File: src/rtl/fifo_pkg.sv
// Shared types and helpers for the fifo reader: occupancy state encoding,
// buffer depth and a width helper.
package fifo_pkg;

   typedef enum logic [1:0] {
      EMPTY = 2'd0,
      ONE   = 2'd1,
      FULL  = 2'd2
   } occ_state_e;

   localparam int BUF_DEPTH = 2;

   // Number of bits needed to hold any value in 0..max_val.
   function automatic int get_width(input int max_val);
      int w;
      w = 1;
      while ((1 << w) <= max_val) begin
         w++;
      end
      return w;
   endfunction

endpackage

File: src/rtl/fifo_reader_buf.sv
// Two-entry output buffer for fifo_reader; entry 0 is always the head, so a
// pop from FULL shifts entry 1 forward.
//
//   state | meaning
//   EMPTY | no word buffered, head_data not meaningful
//   ONE   | entry 0 holds the head word
//   FULL  | entry 0 = head, entry 1 = next word
module fifo_reader_buf
   import fifo_pkg::*;
#(
   parameter int DATA_WIDTH = 1
) (
   input  logic                  clk,
   input  logic                  rst,
   input  logic                  push,
   input  logic                  pop,
   input  logic [DATA_WIDTH-1:0] push_data,
   output occ_state_e            occ,
   output logic [DATA_WIDTH-1:0] head_data
);

   occ_state_e            state_q, state_d;
   logic [DATA_WIDTH-1:0] ent0_q, ent0_d;
   logic [DATA_WIDTH-1:0] ent1_q, ent1_d;

   always_ff @(posedge clk) begin
      if (!rst) begin
         state_q <= EMPTY;
         ent0_q  <= '0;
         ent1_q  <= '0;
      end else begin
         state_q <= state_d;
         ent0_q  <= ent0_d;
         ent1_q  <= ent1_d;
      end
   end

   always_comb begin
      state_d = state_q;
      ent0_d  = ent0_q;
      ent1_d  = ent1_q;
      case (state_q)
         EMPTY: begin
            if (push) begin
               ent0_d  = push_data;
               state_d = ONE;
            end
         end
         ONE: begin
            if (push && pop) begin
               ent0_d = push_data;
            end else if (push) begin
               ent1_d  = push_data;
               state_d = FULL;
            end else if (pop) begin
               state_d = EMPTY;
            end
         end
         FULL: begin
            // Read gating never pushes here; a push+pop would still be lossless.
            if (pop) begin
               ent0_d = ent1_q;
               if (push) begin
                  ent1_d = push_data;
               end else begin
                  state_d = ONE;
               end
            end
         end
         default: begin
            state_d = EMPTY;
         end
      endcase
   end

   assign occ       = state_q;
   assign head_data = ent0_q;

endmodule

File: src/rtl/fifo_reader.sv
// Drains a 1-cycle-latency fifo read port into a valid/ready stream at up to
// one word per cycle. Define FIFO_READER_CNT_EN to build the word_cnt counter.
module fifo_reader
   import fifo_pkg::*;
#(
   parameter int DATA_WIDTH = 1
`ifdef FIFO_READER_CNT_EN
   ,
   parameter int CNT_WIDTH  = 16
`endif
) (
   input  logic                  clk,
   input  logic                  rst,
   input  logic                  fifo_empty,
   output logic                  fifo_en_read,
   input  logic [DATA_WIDTH-1:0] fifo_data,
   output logic                  out_valid,
   input  logic                  out_ready,
   output logic [DATA_WIDTH-1:0] out_data
`ifdef FIFO_READER_CNT_EN
   ,
   output logic [CNT_WIDTH-1:0]  word_cnt
`endif
);

   localparam int LVL_W = get_width(BUF_DEPTH + 1);

   occ_state_e            occ;
   logic [DATA_WIDTH-1:0] head_data;
   logic                  inflight_q, inflight_d;
   logic                  pop;
   logic [LVL_W-1:0]      level;

   assign out_valid = (occ != EMPTY);
   assign pop       = out_valid && out_ready;
   assign out_data  = out_valid ? head_data : '0;

   // Words already buffered plus the one in flight, less the one leaving now,
   // must leave room so the returning word can never overflow the buffer.
   always_comb begin
      level        = LVL_W'(occ) + LVL_W'(inflight_q) - LVL_W'(pop);
      fifo_en_read = rst && !fifo_empty && (level < LVL_W'(BUF_DEPTH));
      inflight_d   = fifo_en_read;
   end

   always_ff @(posedge clk) begin
      if (!rst) begin
         inflight_q <= 1'b0;
      end else begin
         inflight_q <= inflight_d;
      end
   end

   fifo_reader_buf #(
      .DATA_WIDTH (DATA_WIDTH)
   ) u_buf (
      .clk       (clk),
      .rst       (rst),
      .push      (inflight_q),
      .pop       (pop),
      .push_data (fifo_data),
      .occ       (occ),
      .head_data (head_data)
   );

`ifdef FIFO_READER_CNT_EN
   logic [CNT_WIDTH-1:0] cnt_q, cnt_d;

   always_comb begin
      cnt_d = cnt_q;
      if (pop) begin
         cnt_d = cnt_q + CNT_WIDTH'(1);
      end
   end

   always_ff @(posedge clk) begin
      if (!rst) begin
         cnt_q <= '0;
      end else begin
         cnt_q <= cnt_d;
      end
   end

   assign word_cnt = cnt_q;
`endif

endmodule

File: config.mk
export PLATFORM = sky130hd
export DESIGN_NAME = fifo_reader
export DESIGN_NICKNAME = d
export VERILOG_FILES = /design/src/rtl/fifo_pkg.sv /design/src/rtl/fifo_reader_buf.sv /design/src/rtl/fifo_reader.sv
export SDC_FILE = /design/constraint.sdc
export NUM_CORES = 1
export LEC_CHECK = 0
export ABC_AREA = 1
export BUFFER_PORTS_ARGS = -buffer_cell sky130_fd_sc_hd__buf_4
export CAP_MARGIN = 10
export CORE_AREA = 2 2 39 41
export CTS_CLUSTER_DIAMETER = 100
export DETAILED_ROUTE_END_ITERATION = 12
export DIE_AREA = 0 0 41 43
export PLACE_DENSITY_LB_ADDON = 0.15
export SLEW_MARGIN = 25
export SYNTH_ARGS = -nofsm -noshare
export SYNTH_HDL_FRONTEND = slang
export SYNTH_HIERARCHICAL = 1
export SYNTH_SLANG_ARGS = --single-unit
File: constraint.sdc
create_clock -name clk -period 1.2 [get_ports clk]
set_clock_uncertainty 0.05 [all_clocks]
set_input_delay 0.12 -clock clk [delete_from_list [all_inputs] [get_ports clk]]
set_output_delay 0.12 -clock clk [all_outputs]
set_load 0.05 [all_outputs]
### Word level (Yosys, flattened, before mapping)

Index checks and enable logic that the tools add are counted.
W data, S select, Z words.

| storage, ports and cells | value |
|---|---|
| register bits | 5 |
| RAM bits | 0 |
| word-level logic and storage cells | 43 |
| bits in latches | 0 |
| bits in read-only memories | 0 |
| input bits | 5 |
| memories | 0 |
| output and inout port bits | 3 |

| operators by class | value |
|---|---|
| mux-type cells | 16 |
| reduce and logical (&&, ||, !) cells | 12 |
| add/sub/neg operators | 2 |
| multiply operators | 0 |
| div/mod/pow operators | 0 |
| equality and inequality tests | 8 |
| magnitude comparators | 1 |
| bitwise operators | 0 |
| shifts and indexed selects | 0 |

Operators with widths:

| kind | count |
|---|---|
| $mux W2 | 6 |
| $ne A2 B2 Y1 const B | 4 |
| $mux W1 | 7 |
| $pmux W2 S3 | 1 |
| $reduce_and A5 Y1 | 1 |
| $logic_and A1 B1 Y1 | 4 |
| $reduce_and A4 Y1 | 1 |
| $reduce_bool A2 Y1 | 2 |
| $ne A3 B3 Y1 const B | 1 |
| $pmux W1 S3 | 1 |
| $reduce_and A3 Y1 | 1 |
| $reduce_bool A3 Y1 | 1 |
| $add A2 B1 Y2 | 1 |
| $eq A2 B1 Y1 const B | 1 |
| $eq A2 B2 Y1 const B | 1 |
| $logic_not A2 Y1 | 1 |
| $lt A2 B2 Y1 const B | 1 |
| $ne A2 B1 Y1 const B | 1 |
| $pmux W1 S2 | 1 |
| $sub A2 B1 Y2 | 1 |
| $logic_not A1 Y1 | 1 |

### Longest topological paths before layout

Gate-level depths: netlist (run 1).

| depth | value |
|---|---|
| word-level depth | 6 |
| depth in mapped cells | 8 |

### By module

The synthesis (run 1) kept the hierarchy.

By module, submodules not included:

| module | instances | seq. area each (sq um) | area an instance (sq um) | cells an instance |
|---|---|---|---|---|
| fifo_reader_buf | 1 | 80.1 | 265.3 | 50 |
| fifo_reader | 1 | 20.0 | 121.4 | 23 |

### Worst setup path after synthesis (run 1)

No wires, ideal clock.

| timing | value |
|---|---|
| path kind | register -> output |
| from | register u_buf.state_q[1], in the netlist u_buf/occ[1] |
| to | output port fifo_en_read |
| path buffers | 0 |
| stages on the path, launching flop included | 8 |
| path slack | -733 ps |
| data arrival time | 1763 ps |
| cells stage by stage | dfxtp_1 o21a_1 ha_1 inv_1 nand2_1 nand3_1 nand2_1 nor2_1 |

| between the ends | value |
|---|---|
| longest elaborated chain between the ends | 5 |
| elaborated cells on any way between the ends | 6 |

RTL lines:

| what | RTL line | source |
|---|---|---|
| start, declared | fifo_reader_buf.sv:22 | `occ_state_e state_q, state_d;` |
| start signal, assigned | fifo_reader_buf.sv:32 | `state_q <= state_d;` |
| $reduce_bool A2 Y1 | fifo_reader.sv:34 | `assign out_valid = (occ != EMPTY);` |
| $logic_and A1 B1 Y1 | fifo_reader.sv:35 | `assign pop = out_valid && out_ready;` |
| named net pop | fifo_reader.sv:31 | `logic pop;` |
| $sub A2 B1 Y2 | fifo_reader.sv:41 | `level = LVL_W'(occ) + LVL_W'(inflight_q) - LVL_W'(pop);` |
| $lt A2 B2 Y1 | fifo_reader.sv:42 | `fifo_en_read = rst && !fifo_empty && (level < LVL_W'(BUF_DEPTH));` |
| $logic_and A1 B1 Y1 | fifo_reader.sv:42 |  |
| end, declared | fifo_reader.sv:15 | `output logic fifo_en_read,` |

The timed path passes the listed nets, and every way through them passes these cells.

### Worst setup path after layout (run 1)

| timing | value |
|---|---|
| from | register u_buf.state_q[0], in the netlist u_buf/occ[0] |
| to | output port fifo_en_read |

Same word-level chain as after synthesis.

==> results of run 1 <==
-- registers in the layout, summed over array words and instances (netlist names) --
| signal | count |
|---|---|
| u_buf/occ | 2 |
| inflight_q | 1 |
| u_buf/ent1_q | 1 |
| u_buf/head_data | 1 |
-- per-layer routing --
metal | GRT usage | vias to the layer above | routed length [µm]
li1 | - | 265 | -
met5 | 0 | - | 0
met1 | 0.154 | 207 | 454
met4 | 0.100 | 0 | 23
met3 | 0.0628 | 4 | 46
met2 | 0.216 | 8 | 503
-- power breakdown --
group / total, mW / switching, mW / leakage (nW) / internal, mW
Sequential: 0.191 / 0.00731 / 0.0418 / 0.184
Clock: 0.192 / 0.0664 / 0.0150 / 0.126
Combinational: 0.331 / 0.184 / 0.293 / 0.147
Total: 0.714 / 0.258 / 0.350 / 0.456
-- stage by stage --
step,cells,area (µm²)
finish,111,662
global route,111,662
CTS,110,621
detailed placement,101,509
global placement,101,509
floorplan,73,399
-- final timing paths --
path,start,endpoint,cells after the start
max,u_buf/occ[0]$_SDFFE_PN0P_,fifo_en_read,7
min reg2reg,u_buf/ent1_q$_SDFFE_PN0P_,u_buf/ent1_q$_SDFFE_PN0P_,4
min,fifo_data,u_buf/ent1_q$_SDFFE_PN0P_,3
max reg2reg,u_buf/occ[0]$_SDFFE_PN0P_,inflight_q$_SDFF_PN0_,9
-- worst reg2reg max path: stages (launching register included) --
cell	delay [ns]
dfxtp_2	0.31
o21a_1	0.22
ha_4	0.28
nor2_1	0.03
nand3_1	0.07
nand2_2	0.08
buf_4	0.14
buf_6	0.10
buf_4	0.11
nor2_1	0.08
-- logic make-up (layout without fill, tap and decap cells) --
group	count (synthesis)	count (layout)	synth area share
buffers and inverters	14	36	0.136
flip-flops	5	5	0.259
AO/OA/AOI/OAI	6	6	0.0971
adder cells (fa/ha/maj)	1	1	0.0324
AND/OR/NAND/NOR	47	47	0.476
-- cell usage in the layout, fill, tap and decap left out --
cell	synthesis	routed
dfxtp_2	0	2
nand2_1	30	21
clkbuf_1	0	1
o21a_1	2	2
a21oi_2	0	1
inv_2	1	5
nand3_2	0	1
nand3_1	6	5
clkbuf_4	0	3
ha_4	0	1
buf_6	0	6
dfxtp_1	5	3
nor2_4	0	3
buf_4	0	12
inv_1	13	8
nor2_1	11	8
nand2_2	0	9
o21ai_0	2	2
a21boi_1	0	1
inv_4	0	1
-- timing repair --
| action | CTS | global route |
|---|---|---|
| setup buffers | 5 | 5 |
| resized for setup | 18 | 13 |
| pin swaps | 11 | 7 |
| endpoints found under the setup margin | 6 | 8 |
-- area by class of cell --
class	instances	area [µm²]	area share
tap	16	20.0	0.0302
timing repair buffer	18	158	0.238
inverter	14	55.1	0.0832
clock buffer	4	26.3	0.0397
multi-input combinational	54	300	0.454
sequential	5	103	0.155
==> impl_metrics.yaml, run 1 <==
clock_network:
  clk_latency_ns: 0.24
  clkTransAtPathRegs_ns: 0.04
  clk_path_buf_depth: 2
  cts_tree: "built"
  htreeDepth: 1
  cts_buffers: 3
  hold_buffers: 0
  clock-root-buffer: "clkbuf_4"
  cts.sinks: 5
synth:
  synth_edf_count: 0
  post-synth-top-area-fraction: 0.291
  synth_ff_type: "dfxtp_1"
  synth_cells: 73
  netlist_top_cells_area: "nand2_1, dfxtp_1, inv_1"
  yosysMostFrequentCell: "nand2_1"
  netlist_area_um2: 387
  ys_warn_count: 6
  ys_seq_area_frac: 0.259
  yosysTopAreaCell: "nand2_1"
  ys_ff_latch: 5
  synth.distinct_cells: 11
  ys_top_cells_by_count: "nand2_1, inv_1, nor2_1"
  synth.avg_cell_area_um2: 5.30
  syn_nets: 79
  async_flop_share: 0
floorplanning:
  coreArea_mm2: 0.00138
  start_util: 0.279
  die-area_mm2: 0.00176
  io-pin-count: 8
  die_w_um: 41
  fp-row-count: 14
  die_h_um: 43
final_layout:
  diodes: 0
  drive_gt1_frac: 0.463
  fin_util: 0.478
  fillers: 153
  final_nets: 102
  area_growth_syn_to_layout_pct: 71.2
critical_path:
  critPathCaptureType: "primary output"
  timing_worst_setup_path_type: "reg2out"
  crit_slowest_cell: "dfxtp_2"
  worstPathArrival_ns: 1.49
  crit_required_ns: 1.03
  slowest_delay_ns: 0.31
  crit_path_start_kind: "flop"
  crit_fanout: 2
  rrSetupSlack_ns: -0.34
  path_cells: "o21a_1 > ha_4 > nor2_1 > nand3_1 > nand2_2 > nor2_4 > buf_6"
  path_buf_inv: 1
  cp_top_family: "flip-flops"
sta:
  setup_ws_ns: -0.461
  fmax_mhz: 602
  fin_tns_setup_ns: -1.03
  fin_crit_sh: 1.38
  period_needed_ns: 1.66
  rsz0062_at_grt: "yes"
  setup_viol: 8
  hold_viol_final: 0
  drv_slew: 0
  tightest_slew_ns: 0.147
  hold_ws_ns: 0.0620
  relSlewSlack: 0.901
routing:
  via_per_inst: 4.36
  num_vias: 484
  ant_nets: 0
  wl_per_cell_um: 9.25
  drt_wl_total_mm: 1.03
  drc: 0
  drt_iter0_markers: 4
  dr.pass1.iters: 2
global_route:
  grt_pass1_vias: 425
  grt_overflow: 0
  grt_antenna_before_repair: 0
  grt_max_degree: 8
  grt_pass1_wl_mm: 1.64
  track_usage: 0.144
place:
  dpl_worst_slack_ns: -0.295
  finalWeightedCongestion: 0.851
  io_buffers: 7
  dpl.hpwl_um: 683
power:
  finalPower_mw: 0.714
  cellPowerDensity_mw_per_mm2: 1080
  p_leak_nw: 0.350
  ir_worst_vdd_v: 0.000579
min_path:
  hp-class: "in2reg"
run_status:
  outcome: "finished, violations left"
  violations: "setup timing"
run:
  maxCapViolations: 0
Power figures use the tool's default switching activity.
==> run 2: changes to the inputs <==
--- a/config.mk
+++ b/config.mk
@@ -14,5 +14,5 @@
 export DIE_AREA = 0 0 41 43
 export PLACE_DENSITY_LB_ADDON = 0.15
-export SLEW_MARGIN = 25
+export SLEW_MARGIN = 20
 export SYNTH_ARGS = -nofsm -noshare
 export SYNTH_HDL_FRONTEND = slang
==> constraint.sdc (replaced) <==
create_clock -name clk -period 1.2 [get_ports clk]
set_clock_uncertainty 0.05 [all_clocks]
set_input_delay 0.18 -clock clk [delete_from_list [all_inputs] [get_ports clk]]
set_output_delay 0.18 -clock clk [all_outputs]
set_load 0.05 [all_outputs]
==> run 2 against run 1 <==
The run still ends with setup timing left. Cell count fell by 1.8%. Critical path depth did not move. Power rose by 2.3%. Count of clock-buffer cells in the layout did not move. Flip-flop and latch count did not move. Sequential power barely moved. Combinational power rose by 6%. Design area fell by 1.1%. Wire length rose by 1.9%. Critical endpoint unchanged.
==> impl_metrics.yaml, run 2 (synthesis gave the netlist of run 1 again) <==
clock_network:
  clock-root-buffer: "clkbuf_4"
  cts_buffers: 3
  clk_latency_ns: 0.24
  htreeDepth: 1
  clk_path_buf_depth: 2
  cts_tree: "built"
  cts.sinks: 5
  clkTransAtPathRegs_ns: 0.04
final_layout:
  seq_area_um2: 103
  final_cell_mix: "nand2_1, inv_1, nor2_1, buf_4, nand2_2"
  layout_commonest_cell: "nand2_1"
  drive_gt1_frac: 0.419
  stdcell_count: 109
  fillers: 153
  area_growth_syn_to_layout_pct: 69.3
  final_nets: 100
  diodes: 0
  largest_reg_flops: 2
  multiInputGateArea_um2: 295
sta:
  rsz0062_at_grt: "yes"
  hold_viol_final: 0
  fmax_mhz: 584
  fin_crit_sh: 1.43
  period_needed_ns: 1.71
  relSlewSlack: 0.866
  setup_viol: 7
  drv_slew: 0
  setup_ws_ns: -0.511
  fin_tns_setup_ns: -0.998
  tightest_slew_ns: 0.200
place:
  io_buffers: 7
  dpl.hpwl_um: 705
  place_inst: 101
  finalWeightedCongestion: 0.869
global_route:
  grt_pass1_vias: 455
  grt_max_degree: 9
  grt_overflow: 0
  grt_pass1_wl_mm: 1.64
  track_usage: 0.141
  grt_antenna_before_repair: 0
routing:
  drc: 0
  dr.pass1.iters: 4
  ant_nets: 0
  drt_iter0_markers: 7
  via_per_inst: 4.46
  wl_per_cell_um: 9.60
  drt_wl_total_mm: 1.05
  num_vias: 486
critical_path:
  cp_top_family: "flip-flops"
  slowest_delay_ns: 0.31
  path_buf_inv: 1
  path_cells: "o21a_1 > ha_4 > nor2_1 > nand3_1 > nand2_2 > nor2_4 > buf_6"
  worstPathArrival_ns: 1.48
  timing_worst_setup_path_type: "reg2out"
  crit_path_start_kind: "flop"
  crit_fanout: 2
  critPathCaptureType: "primary output"
  crit_slowest_cell: "dfxtp_2"
  crit_required_ns: 0.97
power:
  cellPowerDensity_mw_per_mm2: 1120
  p_leak_nw: 0.342
  ir_worst_vdd_v: 0.000582
floorplanning:
  die-area_mm2: 0.00176
  coreArea_mm2: 0.00138
  fp-row-count: 14
  die_w_um: 41
  die_h_um: 43
  start_util: 0.279
  io-pin-count: 8
run_status:
  violations: "setup timing"
  outcome: "finished, violations left"
min_path:
  hp-class: "in2reg"
run:
  maxCapViolations: 0
run 2: where the power goes:
group | total, mW | switching, mW | internal, mW | leakage [nW]
registers | 0.191 | 0.00786 | 0.184 | 0.0418
clock network | 0.189 | 0.0633 | 0.125 | 0.0150
logic | 0.350 | 0.191 | 0.159 | 0.285
run 2: stage by stage:
| step | hold WS (ns) | power [mW] | util | instance area, µm² | setup WS (ns) |
|---|---|---|---|---|---|
| final | 0.121 | 0.730 | 0.473 | 654 | -0.511 |
| after global routing | 0.140 | 0.786 | 0.473 | 654 | -0.579 |
| after CTS | 0.119 | 0.713 | 0.451 | 624 | -0.559 |
| after detailed placement | 0.372 | 0.438 | 0.368 | 509 | -0.352 |
| after global placement | 0.372 | 0.438 | 0.368 | 509 | -0.350 |
| after floorplan | 0.243 | 0.359 | - | 399 | -0.413 |
run 2: worst reg2reg max path, cell delays in order (launching register included):
cell	delay, ns
dfxtp_2	0.31
o21a_1	0.21
ha_4	0.22
nor2_1	0.09
nand3_1	0.10
nand2_2	0.11
buf_6	0.10
nor2_1	0.03
run 2: area by class of cell:
type,instances,share of cell area
multi-input cells,54,0.451
repair buffers,16,0.229
flip-flops and latches,5,0.157
inverters,14,0.0918
clock buffers,4,0.0402
well taps,16,0.0306
run 2: repair_timing:
item                       CTS  global route
cloned                       0             0
pin swaps                   11             5
hold buffers                 0             0
setup endpoints to repair    6             8
gates resized for setup     20            13
buffers inserted             5             2
run 2: worst paths after layout:
check                       startpoint                        end  slack [ns]  cells after the start
min                          fifo_data  u_buf/ent1_q$_SDFFE_PN0P_        0.12                      3
max          u_buf/occ[0]$_SDFFE_PN0P_               fifo_en_read       -0.51                      7
min reg2reg  u_buf/ent1_q$_SDFFE_PN0P_  u_buf/ent1_q$_SDFFE_PN0P_        0.51                      4
max reg2reg  u_buf/occ[0]$_SDFFE_PN0P_      inflight_q$_SDFF_PN0_       -0.13                      7
run 2: layer usage:
layer  GRT usage  up-vias  share of wire
li1            -      263              -
met1       0.147      211           0.41
met2       0.213       10           0.53
met3      0.0785        2          0.050
met4      0.0800        0          0.014
met5           0        -              0
==> run 3: changes to the inputs <==
PLACE_DENSITY = 0.52   (was unset)
PLACE_DENSITY_LB_ADDON = unset   (was 0.15)
SYNTH_HIERARCHICAL = unset   (was 1)
==> run 3 against run 2 <==
The flow still finishes with violations (setup timing). Synthesized cell count down 34%. Sequential share of layout area up 4.3 points. Core utilization down 8.3 points. Combinational power down 68%. Wire length down 27%. Fmax up 24%. First-iteration DRC count up 29%. Clock power up 6%. Via count down 25%. Critical path type unchanged.
==> impl_metrics.yaml, run 3 <==
synth:
  ys_top_cells_by_count: "nand2_1, inv_1, nor2_1"
  synth_xor_xnor_area_share: 0
  synthMuxAreaShare: 0
  synth_cells: 48
  synth.distinct_cells: 11
  post-synth-top-area-fraction: 0.349
  async_flop_share: 0
  syn_nets: 53
  ys_seq_area_frac: 0.349
  yosysTopAreaCell: "dfxtp_1"
  synth_edf_count: 0
  synth_compound_area_frac: 0.131
  ys_ff_latch: 5
  synth.avg_cell_area_um2: 5.97
  yosysMostFrequentCell: "nand2_1"
  synthSimpleGateAreaFrac: 0.402
  netlist_top_cells_area: "dfxtp_1, nand2_1, inv_1"
  netlist_area_um2: 287
  synth_ff_type: "dfxtp_1"
  synth_fa_ha_area_frac: 0
  synth_top_family_by_area: "simple AND/OR/NAND/NOR gates"
  ys_warn_count: 0
clock_network:
  clk_path_buf_depth: 2
  cts_tree: "built"
  clkTransAtPathRegs_ns: 0.05
  htreeDepth: 1
  cts_buffers: 3
  clock-root-buffer: "clkbuf_4"
  clk_latency_ns: 0.24
  cts.sinks: 5
place:
  dpl.hpwl_um: 563
  place_inst: 80
  postPlaceCellArea_um2: 432
  dpl_worst_slack_ns: -0.0368
  io_buffers: 7
  finalWeightedCongestion: 0.730
min_path:
  hold_start: "rst"
  hold_depth: 3
  hp-class: "in2reg"
  holdPathEnd: "u_buf.ent1_q$_SDFFE_PN0P_"
final_layout:
  fin_util: 0.390
  stdcell_count: 88
  seq_area_um2: 108
  fin_area_um2: 539
  diodes: 0
  drive_gt1_frac: 0.500
  area_growth_syn_to_layout_pct: 88.2
  layout_commonest_cell: "buf_4"
  multiInputGateArea_um2: 195
  final_cell_mix: "buf_4, nand2_1, inv_1"
  fillers: 148
  final_nets: 78
  largest_reg_flops: 2
power:
  finalPower_mw: 0.491
  p_leak_nw: 0.274
  cellPowerDensity_mw_per_mm2: 910
  ir_worst_vdd_v: 0.000752
run_status:
  outcome: "finished, violations left"
  violations: "setup timing"
global_route:
  grt_antenna_before_repair: 0
  track_usage: 0.111
  grt_pass1_vias: 333
  grt_max_degree: 6
  grt_overflow: 0
  grt_pass1_wl_mm: 1.26
floorplanning:
  io-pin-count: 8
  die_w_um: 41
  die_h_um: 43
  fp-row-count: 14
  die-area_mm2: 0.00176
  start_util: 0.207
  coreArea_mm2: 0.00138
sta:
  setup_viol: 5
  rsz0062_at_grt: "yes"
  fin_crit_sh: 1.15
  hold_viol_final: 0
  fmax_mhz: 722
  drv_slew: 0
  fin_tns_setup_ns: -0.602
  setup_ws_ns: -0.185
  relSlewSlack: 0.889
  tightest_slew_ns: 0.165
  period_needed_ns: 1.39
  hold_ws_ns: 0.148
routing:
  drt_iter0_markers: 9
  ant_nets: 0
  drt_wl_total_um: 760
  dr.pass1.iters: 4
  num_vias: 365
  via_per_inst: 4.15
  wl_per_cell_um: 8.64
  drc: 0
critical_path:
  critPathCaptureType: "primary output"
  rrSetupSlack_ns: -0.09
  r2r_cells: 9
  crit_path_start_kind: "flop"
  crit_required_ns: 0.97
  timing_worst_setup_path_type: "reg2out"
  crit-reg2reg-launch: "u_buf.occ[0]$_SDFFE_PN0P_"
  worstPathArrival_ns: 1.16
  r2r-end: "u_buf.ent1_q$_SDFFE_PN0P_"
  crit_fanout: 5
run:
  maxCapViolations: 0
-- run 3: cell count changes in the layout (fill, tap and decap cells not counted), moves of 3 or more --
cell     delta
nand2_1    -10
buf_6       -5
buf_4      +10
nor2_1      -4
nor2_2      +4
nand2_2     -7
a21oi_1     +3
-- run 3: layout make-up --
cell class,instances,area share
timing repair buffer,20,0.285
tap,16,0.0371
inverter,9,0.0673
sequential,5,0.200
multi-input combinational,34,0.362
clock buffer,4,0.0487
-- run 3: how the worst max path moves through the flow --
stage,end,from,depth (start not counted)
3_5_place_dp,fifo_en_read,u_buf.occ[1]$_SDFFE_PN0P_,4
6_report,fifo_en_read,u_buf.occ[1]$_SDFFE_PN0P_,5
3_3_place_gp,fifo_en_read,u_buf.occ[1]$_SDFFE_PN0P_,4
5_1_grt,fifo_en_read,u_buf.occ[0]$_SDFFE_PN0P_,6
4_1_cts,fifo_en_read,u_buf.occ[0]$_SDFFE_PN0P_,6
2_1_floorplan,fifo_en_read,u_buf.occ[1]$_SDFFE_PN0P_,4
-- run 3: report_power, final --
part	internal [mW]	total (mW)	switching (mW)	leakage (nW)
Clock	0.126	0.201	0.0750	0.0150
Combinational	0.0495	0.111	0.0615	0.216
Sequential	0.172	0.178	0.00659	0.0424
Total	0.347	0.491	0.143	0.274
-- run 3: worst max-delay path, stage by stage, from the launching register on --
cell     delay (ns)
dfxtp_4        0.37
inv_1          0.09
nand3_2        0.09
a21oi_4        0.15
nor2_2         0.06
buf_6          0.15
-- run 3: routing by layer --
layer  GRT usage  part of all wire
met2       0.159              0.51
met4      0.0200                 0
met5           0                 0
met1       0.121              0.42
met3      0.0995             0.076
-- run 3: repair_timing --
action	in CTS	in global routing
hold buffers	0	0
pin swaps	2	3
gates resized for setup	8	8
endpoints found under the setup margin	3	4
setup buffers	1	3
-- run 3: cells by family (layout without fill, tap and decap cells) --
kind of cell / count (synthesis) / after routing
flops: 5 / 5
simple gates: 27 / 27
compound gates: 7 / 7
buf+inv: 9 / 33
